==> src/rtl/debug_ctrl_if.sv <==
// Bus bundle between the debug controller and its UART FIFOs / pipeline.
// master = controller side, slave = FIFO/pipeline side.
interface debug_ctrl_if #(
  parameter int unsigned INST_SZ = 32,
  parameter int unsigned PC_SZ   = 32,
  parameter int unsigned DATA_SZ = 32,
  parameter int unsigned REG_W   = 5,
  parameter int unsigned MEM_W   = 5
);
  localparam int unsigned ADDR_W = (REG_W > MEM_W) ? REG_W : MEM_W;

  logic [7:0]         i_rx_data;
  logic               i_rx_empty;
  logic               o_rd;
  logic [7:0]         o_tx_data;
  logic               o_wr;
  logic               i_tx_full;
  logic [INST_SZ-1:0] o_instruction;
  logic               o_inst_wr;
  logic               o_enable;
  logic               o_soft_reset;
  logic [ADDR_W-1:0]  o_addr;
  logic [PC_SZ-1:0]   i_pc;
  logic [DATA_SZ-1:0] i_reg_data;
  logic [DATA_SZ-1:0] i_mem_data;
  logic               i_halt;

  modport master (
    input  i_rx_data, i_rx_empty, i_tx_full, i_pc, i_reg_data, i_mem_data, i_halt,
    output o_rd, o_tx_data, o_wr, o_instruction, o_inst_wr, o_enable, o_soft_reset, o_addr
  );

  modport slave (
    output i_rx_data, i_rx_empty, i_tx_full, i_pc, i_reg_data, i_mem_data, i_halt,
    input  o_rd, o_tx_data, o_wr, o_instruction, o_inst_wr, o_enable, o_soft_reset, o_addr
  );
endinterface

==> src/rtl/debug_ctrl.sv <==
// UART-driven debug controller: decodes load/run/step/dump/soft-reset commands,
// counts executed cycles and serialises PC, cycle count, registers and memory.
module debug_ctrl #(
  parameter int unsigned INST_SZ = 32,
  parameter int unsigned PC_SZ   = 32,
  parameter int unsigned DATA_SZ = 32,
  parameter int unsigned REG_W   = 5,
  parameter int unsigned MEM_W   = 5,
  parameter int unsigned CYC_SZ  = 32
) (
  input logic         i_clk,
  input logic         i_reset,
  debug_ctrl_if.master bus
);

  localparam int unsigned ADDR_W = (REG_W > MEM_W) ? REG_W : MEM_W;
  localparam int unsigned SH_A   = (PC_SZ > CYC_SZ) ? PC_SZ : CYC_SZ;
  localparam int unsigned SH_W   = (SH_A > DATA_SZ) ? SH_A : DATA_SZ;
  localparam int unsigned MAX_B  = ((INST_SZ > SH_W) ? INST_SZ : SH_W) / 8;
  localparam int unsigned BC_W   = $clog2(MAX_B + 1);

  localparam logic [BC_W-1:0]   INST_LAST = BC_W'(INST_SZ / 8 - 1);
  localparam logic [BC_W-1:0]   PC_LAST   = BC_W'(PC_SZ / 8 - 1);
  localparam logic [BC_W-1:0]   CYC_LAST  = BC_W'(CYC_SZ / 8 - 1);
  localparam logic [BC_W-1:0]   DATA_LAST = BC_W'(DATA_SZ / 8 - 1);
  localparam logic [ADDR_W-1:0] REG_LAST  = ADDR_W'((1 << REG_W) - 1);
  localparam logic [ADDR_W-1:0] MEM_LAST  = ADDR_W'((1 << MEM_W) - 1);

  localparam logic [7:0] CMD_LOAD = 8'h4C;
  localparam logic [7:0] CMD_RUN  = 8'h52;
  localparam logic [7:0] CMD_STEP = 8'h53;
  localparam logic [7:0] CMD_DUMP = 8'h44;
  localparam logic [7:0] CMD_SRST = 8'h58;
  localparam logic [7:0] ACK_BYTE = 8'h4B;
  localparam logic [7:0] ERR_BYTE = 8'hEE;

  typedef enum logic [3:0] {
    S_IDLE, S_LOAD_CNT, S_LOAD_BYTE, S_LOAD_WR, S_RUN, S_STEP, S_SRST,
    S_SEND, S_DUMP_PC, S_DUMP_TX, S_DUMP_ADDR, S_DUMP_LATCH
  } state_t;

  typedef enum logic [1:0] {SEC_PC, SEC_CYC, SEC_REG, SEC_MEM} sec_t;

  state_t             state;
  sec_t               sec;
  logic [SH_W-1:0]    sh;
  logic [BC_W-1:0]    byte_cnt;
  logic [BC_W-1:0]    word_last;
  logic [INST_SZ-1:0] inst_sh;
  logic [7:0]         inst_left;
  logic               step_en;
  logic [CYC_SZ-1:0]  cyc;
  logic [7:0]         tx_byte;

  // A strobe still in flight blocks the next one, so FIFO flags are never stale.
  logic rx_ok, tx_ok;
  assign rx_ok = !bus.i_rx_empty && !bus.o_rd;
  assign tx_ok = !bus.i_tx_full && !bus.o_wr;

  // Enable must drop in the very cycle halt rises, hence combinational on i_halt.
  assign bus.o_enable = i_reset &&
                        (((state == S_RUN) && !bus.i_halt) || ((state == S_STEP) && step_en));

  always_ff @(posedge i_clk) begin
    if (!i_reset) begin
      state             <= S_IDLE;
      sec               <= SEC_PC;
      sh                <= '0;
      byte_cnt          <= '0;
      word_last         <= '0;
      inst_sh           <= '0;
      inst_left         <= '0;
      step_en           <= 1'b0;
      cyc               <= '0;
      tx_byte           <= '0;
      bus.o_rd          <= 1'b0;
      bus.o_wr          <= 1'b0;
      bus.o_tx_data     <= '0;
      bus.o_instruction <= '0;
      bus.o_inst_wr     <= 1'b0;
      bus.o_soft_reset  <= 1'b0;
      bus.o_addr        <= '0;
    end else begin
      bus.o_rd         <= 1'b0;
      bus.o_wr         <= 1'b0;
      bus.o_inst_wr    <= 1'b0;
      bus.o_soft_reset <= 1'b0;
      case (state)
        S_IDLE: if (rx_ok) begin
          bus.o_rd <= 1'b1;
          case (bus.i_rx_data)
            CMD_LOAD: state <= S_LOAD_CNT;
            CMD_RUN:  state <= S_RUN;
            CMD_STEP: begin
              step_en <= !bus.i_halt;
              state   <= S_STEP;
            end
            CMD_DUMP: state <= S_DUMP_PC;
            CMD_SRST: state <= S_SRST;
            default: begin
              tx_byte <= ERR_BYTE;
              state   <= S_SEND;
            end
          endcase
        end
        S_LOAD_CNT: if (rx_ok) begin
          bus.o_rd  <= 1'b1;
          inst_left <= bus.i_rx_data;
          byte_cnt  <= '0;
          if (bus.i_rx_data == 8'd0) begin
            tx_byte <= ACK_BYTE;
            state   <= S_SEND;
          end else begin
            state <= S_LOAD_BYTE;
          end
        end
        S_LOAD_BYTE: if (rx_ok) begin
          bus.o_rd <= 1'b1;
          inst_sh  <= INST_SZ'({bus.i_rx_data, inst_sh} >> 8);
          byte_cnt <= byte_cnt + BC_W'(1);
          if (byte_cnt == INST_LAST) begin
            byte_cnt <= '0;
            state    <= S_LOAD_WR;
          end
        end
        S_LOAD_WR: begin
          bus.o_instruction <= inst_sh;
          bus.o_inst_wr     <= 1'b1;
          inst_left         <= inst_left - 8'd1;
          if (inst_left == 8'd1) begin
            tx_byte <= ACK_BYTE;
            state   <= S_SEND;
          end else begin
            state <= S_LOAD_BYTE;
          end
        end
        S_RUN: begin
          if (bus.i_halt) state <= S_DUMP_PC;
          else            cyc   <= cyc + CYC_SZ'(1);
        end
        S_STEP: begin
          if (step_en) cyc <= cyc + CYC_SZ'(1);
          state <= S_DUMP_PC;
        end
        S_SRST: begin
          bus.o_soft_reset <= 1'b1;
          cyc              <= '0;
          tx_byte          <= ACK_BYTE;
          state            <= S_SEND;
        end
        S_SEND: if (tx_ok) begin
          bus.o_wr      <= 1'b1;
          bus.o_tx_data <= tx_byte;
          state         <= S_IDLE;
        end
        S_DUMP_PC: begin
          sh        <= SH_W'(bus.i_pc);
          word_last <= PC_LAST;
          byte_cnt  <= '0;
          sec       <= SEC_PC;
          state     <= S_DUMP_TX;
        end
        S_DUMP_TX: if (tx_ok) begin
          bus.o_wr      <= 1'b1;
          bus.o_tx_data <= sh[7:0];
          sh            <= sh >> 8;
          byte_cnt      <= byte_cnt + BC_W'(1);
          if (byte_cnt == word_last) begin
            byte_cnt <= '0;
            case (sec)
              SEC_PC: begin
                sh        <= SH_W'(cyc);
                word_last <= CYC_LAST;
                sec       <= SEC_CYC;
              end
              SEC_CYC: begin
                sec        <= SEC_REG;
                bus.o_addr <= '0;
                state      <= S_DUMP_ADDR;
              end
              SEC_REG: begin
                if (bus.o_addr == REG_LAST) begin
                  sec        <= SEC_MEM;
                  bus.o_addr <= '0;
                end else begin
                  bus.o_addr <= bus.o_addr + ADDR_W'(1);
                end
                state <= S_DUMP_ADDR;
              end
              default: begin
                if (bus.o_addr == MEM_LAST) begin
                  state <= S_IDLE;
                end else begin
                  bus.o_addr <= bus.o_addr + ADDR_W'(1);
                  state      <= S_DUMP_ADDR;
                end
              end
            endcase
          end
        end
        // Address was driven last cycle; read data becomes valid in S_DUMP_LATCH.
        S_DUMP_ADDR: state <= S_DUMP_LATCH;
        S_DUMP_LATCH: begin
          sh        <= (sec == SEC_MEM) ? SH_W'(bus.i_mem_data) : SH_W'(bus.i_reg_data);
          word_last <= DATA_LAST;
          byte_cnt  <= '0;
          state     <= S_DUMP_TX;
        end
        default: state <= S_IDLE;
      endcase
    end
  end

endmodule

==> src/flat_wrapper.sv <==
// flat-port wrapper written by rule: the top's interface ports become plain ports
module debug_ctrl_flat 
#(
  parameter int unsigned INST_SZ = 32,
  parameter int unsigned PC_SZ   = 32,
  parameter int unsigned DATA_SZ = 32,
  parameter int unsigned REG_W   = 5,
  parameter int unsigned MEM_W   = 5,
  parameter int unsigned CYC_SZ  = 32
)
  (i_clk, i_reset, bus_i_rx_data, bus_i_rx_empty, bus_i_tx_full, bus_i_pc, bus_i_reg_data, bus_i_mem_data, bus_i_halt, bus_o_rd, bus_o_tx_data, bus_o_wr, bus_o_instruction, bus_o_inst_wr, bus_o_enable, bus_o_soft_reset, bus_o_addr);
  debug_ctrl_if #(.INST_SZ(INST_SZ), .PC_SZ(PC_SZ), .DATA_SZ(DATA_SZ), .REG_W(REG_W), .MEM_W(MEM_W)) bus_i ();
  input logic i_clk;
  input logic i_reset;
  input wire logic [$bits(bus_i.i_rx_data)-1:0] bus_i_rx_data;
  input wire logic [$bits(bus_i.i_rx_empty)-1:0] bus_i_rx_empty;
  input wire logic [$bits(bus_i.i_tx_full)-1:0] bus_i_tx_full;
  input wire logic [$bits(bus_i.i_pc)-1:0] bus_i_pc;
  input wire logic [$bits(bus_i.i_reg_data)-1:0] bus_i_reg_data;
  input wire logic [$bits(bus_i.i_mem_data)-1:0] bus_i_mem_data;
  input wire logic [$bits(bus_i.i_halt)-1:0] bus_i_halt;
  output wire logic [$bits(bus_i.o_rd)-1:0] bus_o_rd;
  output wire logic [$bits(bus_i.o_tx_data)-1:0] bus_o_tx_data;
  output wire logic [$bits(bus_i.o_wr)-1:0] bus_o_wr;
  output wire logic [$bits(bus_i.o_instruction)-1:0] bus_o_instruction;
  output wire logic [$bits(bus_i.o_inst_wr)-1:0] bus_o_inst_wr;
  output wire logic [$bits(bus_i.o_enable)-1:0] bus_o_enable;
  output wire logic [$bits(bus_i.o_soft_reset)-1:0] bus_o_soft_reset;
  output wire logic [$bits(bus_i.o_addr)-1:0] bus_o_addr;
  assign bus_i.i_rx_data = bus_i_rx_data;
  assign bus_i.i_rx_empty = bus_i_rx_empty;
  assign bus_i.i_tx_full = bus_i_tx_full;
  assign bus_i.i_pc = bus_i_pc;
  assign bus_i.i_reg_data = bus_i_reg_data;
  assign bus_i.i_mem_data = bus_i_mem_data;
  assign bus_i.i_halt = bus_i_halt;
  assign bus_o_rd = bus_i.o_rd;
  assign bus_o_tx_data = bus_i.o_tx_data;
  assign bus_o_wr = bus_i.o_wr;
  assign bus_o_instruction = bus_i.o_instruction;
  assign bus_o_inst_wr = bus_i.o_inst_wr;
  assign bus_o_enable = bus_i.o_enable;
  assign bus_o_soft_reset = bus_i.o_soft_reset;
  assign bus_o_addr = bus_i.o_addr;
  debug_ctrl #(.INST_SZ(INST_SZ), .PC_SZ(PC_SZ), .DATA_SZ(DATA_SZ), .REG_W(REG_W), .MEM_W(MEM_W), .CYC_SZ(CYC_SZ)) u_core (.i_clk(i_clk), .i_reset(i_reset), .bus(bus_i));
endmodule
==> config.mk <==
export PLATFORM = sky130hd
export DESIGN_NAME = debug_ctrl_flat
export DESIGN_NICKNAME = d
export VERILOG_FILES = /design/src/rtl/debug_ctrl_if.sv /design/src/rtl/debug_ctrl.sv /design/src/flat_wrapper.sv
export SDC_FILE = /design/constraint.sdc
export NUM_CORES = 1
export LEC_CHECK = 0
export ABC_AREA = 1
export ABC_CLOCK_PERIOD_IN_PS = 2800
export CAP_MARGIN = 20
export CELL_PAD_IN_SITES_DETAIL_PLACEMENT = 0
export CELL_PAD_IN_SITES_GLOBAL_PLACEMENT = 1
export CORE_MARGIN = 2
export CORE_UTILIZATION = 40
export DETAILED_ROUTE_END_ITERATION = 10
export GPL_ROUTABILITY_DRIVEN = 0
export GPL_TIMING_DRIVEN = 0
export PLACE_DENSITY_LB_ADDON = 0.1
export SLEW_MARGIN = 10
export SYNTH_ARGS = -nofsm -noshare
export SYNTH_HDL_FRONTEND = slang
export SYNTH_SLANG_ARGS = --single-unit
==> constraint.sdc <==
create_clock -name i_clk -period 2.8 [get_ports i_clk]
set_input_delay 0.84 -clock i_clk [delete_from_list [all_inputs] [get_ports i_clk]]
set_output_delay 0.84 -clock i_clk [all_outputs]
set_load 0.05 [all_outputs]
# ---- Yosys cells after proc, flatten, opt, wreduce, memory -nomap -nowiden
# Index checks and enable logic that the tools add are counted.
dict set report word_totals {
  ff_bits 174
  inputBits 109
}
dict set report classes {
  n_addsub 4
  n_eq_ne 41
  n_mux 55
  bitwise_logic 1
  reduce_logical 41
}
# op n
set ops {}
lappend ops {{32-bit two-way mux} 6}
lappend ops {{32-bit one-hot mux with 3 select lines} 2}
lappend ops {{8-bit two-way mux} 8}
lappend ops {{4-bit one-hot mux with 11 select lines} 1}
lappend ops {{8-bit by 7-bit == test with 1-bit output (second input constant)} 5}
lappend ops {{4-bit two-way mux} 9}
lappend ops {{32-bit by 1-bit adder with 32-bit output (second input constant)} 1}
lappend ops {{8-bit one-hot mux with 2 select lines} 2}
lappend ops {{8-bit one-hot mux with 4 select lines} 1}
lappend ops {{3-bit two-way mux} 10}
lappend ops {{2-bit by 1-bit != test with 1-bit output (second input constant)} 11}
lappend ops {{4-bit one-hot mux with 5 select lines} 1}
lappend ops {{4-bit by 3-bit == test with 1-bit output (second input constant)} 4}
lappend ops {{4-bit == test (second input constant)} 4}
lappend ops {{5-bit one-hot mux with 3 select lines} 1}
lappend ops {{3-bit one-hot mux with 4 select lines} 1}
lappend ops {{5-bit two-way mux} 2}
lappend ops {{2-bit AND reduction} 5}
lappend ops {{5-bit AND reduction} 2}
lappend ops {{3-bit AND reduction} 3}
lappend ops {{9-bit AND reduction} 1}
lappend ops {{4-bit by 2-bit == test with 1-bit output (second input constant)} 2}
lappend ops {{8-bit by 1-bit == test with 1-bit output (second input constant)} 1}
lappend ops {{8-bit logical NOT} 1}
lappend ops {{33 further kinds} 58}

# ---- Longest topological paths before layout
dict set report logic_depth {
  depth_word 6
  ltp_mapped 12
  ltp_nobuf 12
}

# ---- Worst setup path after synthesis
# No wires, ideal clock.
dict set report synth_timing {
  kind {input to output}
  start {input i_reset}
  end {output bus_o_enable}
  arrival_time_ps 2294
  setup_slack_ps -334
  stages 4
  path_cell_list {clkbuf_1 clkinv_1 clkbuf_1 a21oi_1}
}
dict set report synth_between {
  elab_chain_len 1
}
# element line
set synth_rtl {}
lappend synth_rtl {{from (decl)} flat_wrapper.sv:14} ;# input logic i_reset;
lappend synth_rtl {{1-bit logical AND} debug_ctrl.sv:61} ;# assign bus.o_enable = i_reset &&
lappend synth_rtl {{to (decl)} flat_wrapper.sv:27} ;# output wire logic [$bits(bus_i.o_enable)-1:0] bus_o_enable;
# Every way passes these cells.

# ---- Worst setup path after layout
dict set report layout_timing {
  start {input bus_i_halt}
  end {output bus_o_enable}
}
dict set report layout_between {
  elab_chain_len 4
}
# element line
set layout_rtl {}
lappend layout_rtl {{from (decl)} flat_wrapper.sv:21} ;# input wire logic [$bits(bus_i.i_halt)-1:0] bus_i_halt;
lappend layout_rtl {{1-bit logical NOT} debug_ctrl.sv:62} ;# (((state == S_RUN) && !bus.i_halt) || ((state == S_STEP) && step_en));
lappend layout_rtl {{1-bit logical AND} debug_ctrl.sv:62}
lappend layout_rtl {{1-bit logical OR} debug_ctrl.sv:62}
lappend layout_rtl {{1-bit logical AND} debug_ctrl.sv:61}
# Every way passes these cells.

==> impl_metrics.json <==
{
  "clk_pin_slew_worst_paths_ps": 70,
  "skew_ps": 20.0,
  "postRouteAntennaNets": 0,
  "place.detailed.hpwl_mm": 23.3,
  "relSlewSlack": 0.577,
  "setup_tns_ps": 0,
  "cp.required_ps": 1960,
  "syn_nets": 1570,
  "worstMarginPinSlew_ps": 635,
  "ff2ff_path_depth": 8,
  "synth_enable_flop_cells": 0,
  "synth_top_area_frac": 0.363,
  "syn_inst": 1449,
  "path_max_fanout": 2,
  "dr.first_iter.drc_count": 747,
  "drc": 0,
  "syn_area_per_cell_um2": 6.35,
  "power_per_cell_area_nw_per_um2": 668,
  "grt_usage": 0.251,
  "dr.pass1.iters": 6,
  "wl_per_cell_um": 15.7,
  "cts_tree": "built",
  "final_nets": 1747,
  "yosys-top-cells-area": "dfxtp_1, nand2_1, nor2_1, o21ai_0, inv_1",
  "clkLatencyLatePin_ps": 450,
  "grt_pass1_vias": 9003,
  "route.vias.total": 9715,
  "r2r_start": "u_core.sec[1]",
  "holdWs_ps": 471,
  "drive_gt1_frac": 0.0647,
  "ys_types": 41,
  "areaGrowthSynthToFinish_pct": 28.5,
  "ys_seq_area_frac": 0.363,
  "grt_max_degree": 22,
  "fmax_mhz": 364,
  "ys_ff_latch": 167,
  "clockBufferDepth": 2,
  "die_area_um2": 24200,
  "antenna_found_initial": 2,
  "r2r_slack_ps": 660,
  "avgViaCountPerCell": 5.04,
  "min_path_type": "register to register",
  "grt_pass1_wl_mm": 47.9,
  "worstHoldStart": "u_core.tx_byte[6]",
  "synthesis.area_um2": 9200,
  "period_share": 0.981,
  "cts-root-buf": "clkbuf_16",
  "critPathCaptureType": "output pin",
  "grt_setup_unrepaired": "no",
  "status": "complete, no violations",
  "initial_core_util": 0.407,
  "synth_most_common_cell": "nand2_1",
  "hold_path_depth": 2,
  "yosysTopAreaCell": "dfxtp_1",
  "synth_warnings": 0,
  "port_buffers": 158,
  "leakagePower_nw": 5.16,
  "maxCapViolCount": 0,
  "cp.arrival_ps": 1910,
  "setup_viol": 0,
  "rr_endpoint": "u_core.sh[29]",
  "numCtsBuffers": 17,
  "ir_drop_mv": 0.373,
  "core_um2": 22600,
  "critical_path_class": "input port to output pin",
  "synthArstFlopShare": 0,
  "final_util": 0.524,
  "placementRows": 55,
  "cts_sinks": 167,
  "holdBufCountCts": 0,
  "post-route-min-period_ps": 2750,
  "synth_flop_cell": "dfxtp_1",
  "slew_violations": 0,
  "overflow": 0,
  "die_w_um": 156,
  "finalHoldViolCount": 0,
  "hold_end": "u_core.tx_byte[6]",
  "critPathLaunchType": "input port",
  "synth_commonest_cells": "nand2_1, nor2_1, dfxtp_1, inv_1, o21ai_0",
  "htree_levels": 4,
  "io_pins": 159,
  "wirelength_mm": 30.2,
  "die_h_um": 156
}
==> cell type report <==
class	instances	area, um2
fill	2389	10800
clock inverter	15	206
tap	285	357
timing repair buffer	159	1590
sequential	167	3340
clock buffer	17	425
inverter	163	624
buffer	67	329
multi-input combinational	1051	4940
antenna	2	5.00
==> state kept, by name (all words and copies together) (netlist names), 4 cells and up <==
name / flops
u_core.bus.o_addr: 5
u_core.bus.o_instruction: 32
u_core.bus.o_tx_data: 8
u_core.cyc: 32
u_core.inst_left: 8
u_core.inst_sh: 32
u_core.sh: 32
u_core.state: 4
==> cell usage in the layout (no fill, tap or decap), drive strengths merged <==
cell type / instances
o21a: 7
o21bai: 2
nand3b: 1
nor2: 245
a22oi: 1
o21ai: 153
inv: 170
a21oi: 68
a21boi: 6
a211oi: 3
nand2: 389
nand4: 43
dfxtp: 167
mux2: 7
dlygate4sd2: 1
nor3b: 1
a31oi: 10
o22ai: 1
o211ai: 25
clkdlybuf4s50: 156
or2: 5
nor3: 7
buf: 31
xor2: 4
clkbuf: 55
and3: 1
clkinv: 8
diode: 2
ha: 12
nand3: 60
==> power breakdown <==
| part | leakage (nW) | switching [W] | internal [W] |
|---|---|---|---|
| sequential | 1.35 | 0.000248 | 0.00271 |
| combinational | 3.50 | 0.00160 | 0.000822 |
| clock | 0.304 | 0.00127 | 0.00125 |
| total | 5.16 | 0.00312 | 0.00478 |
==> how the worst max path moves through the flow <==
stage               startpoint      endpoint  slack (ps)  depth (start not counted)
global route        bus_i_halt  bus_o_enable          30                          5
finish              bus_i_halt  bus_o_enable          50                          5
global placement       i_reset  bus_o_enable       -1760                          6
floorplan              i_reset  bus_o_enable          90                          4
CTS                 bus_i_halt  bus_o_enable          20                          5
detailed placement     i_reset  bus_o_enable       -1750                          6
==> critical path: stages <==
cell	delay [ps]
clkdlybuf4s50_1	480
inv_2	100
nand3_2	110
a21oi_4	190
buf_6	170
==> through the flow <==
stage          total power (W)  cell area (um2)  instances  setup WS, ps
3_5_place_dp           0.00540            11100       1892         -1750
6_report               0.00789            11800       1926          54.5
5_1_grt                0.00833            11800       1926          27.3
2_1_floorplan          0.00459             9210       1449          90.3
3_3_place_gp           0.00539            11100       1892         -1760
4_1_cts                0.00791            11800       1924          21.9
==> repair_timing <==
action / in CTS / in global routing
buffers inserted: 1 / 0
setup endpoints to repair: 1 / 3
resized for setup: 14 / 3
==> routing by layer <==
metal / track usage / wire (um)
met5: 0 / 0
met4: 0.0708 / 435
met3: 0.0428 / 2020
met2: 0.377 / 12900
met1: 0.368 / 14900
==> cells by family (layout without fill, tap and decap cells) <==
family / Yosys count / in the layout / synth area share
adders and majority gates: 12 / 12 / 0.0163
other: 0 / 2 / 0
DFF: 167 / 167 / 0.363
buffers and inverters: 231 / 421 / 0.102
AOI/OAI and AO/OA: 276 / 276 / 0.164
and+or+nand+nor: 752 / 752 / 0.342
muxes: 7 / 7 / 0.00857
xor gates and xnor gates: 4 / 4 / 0.00381
(Power assumes the default switching activity.)
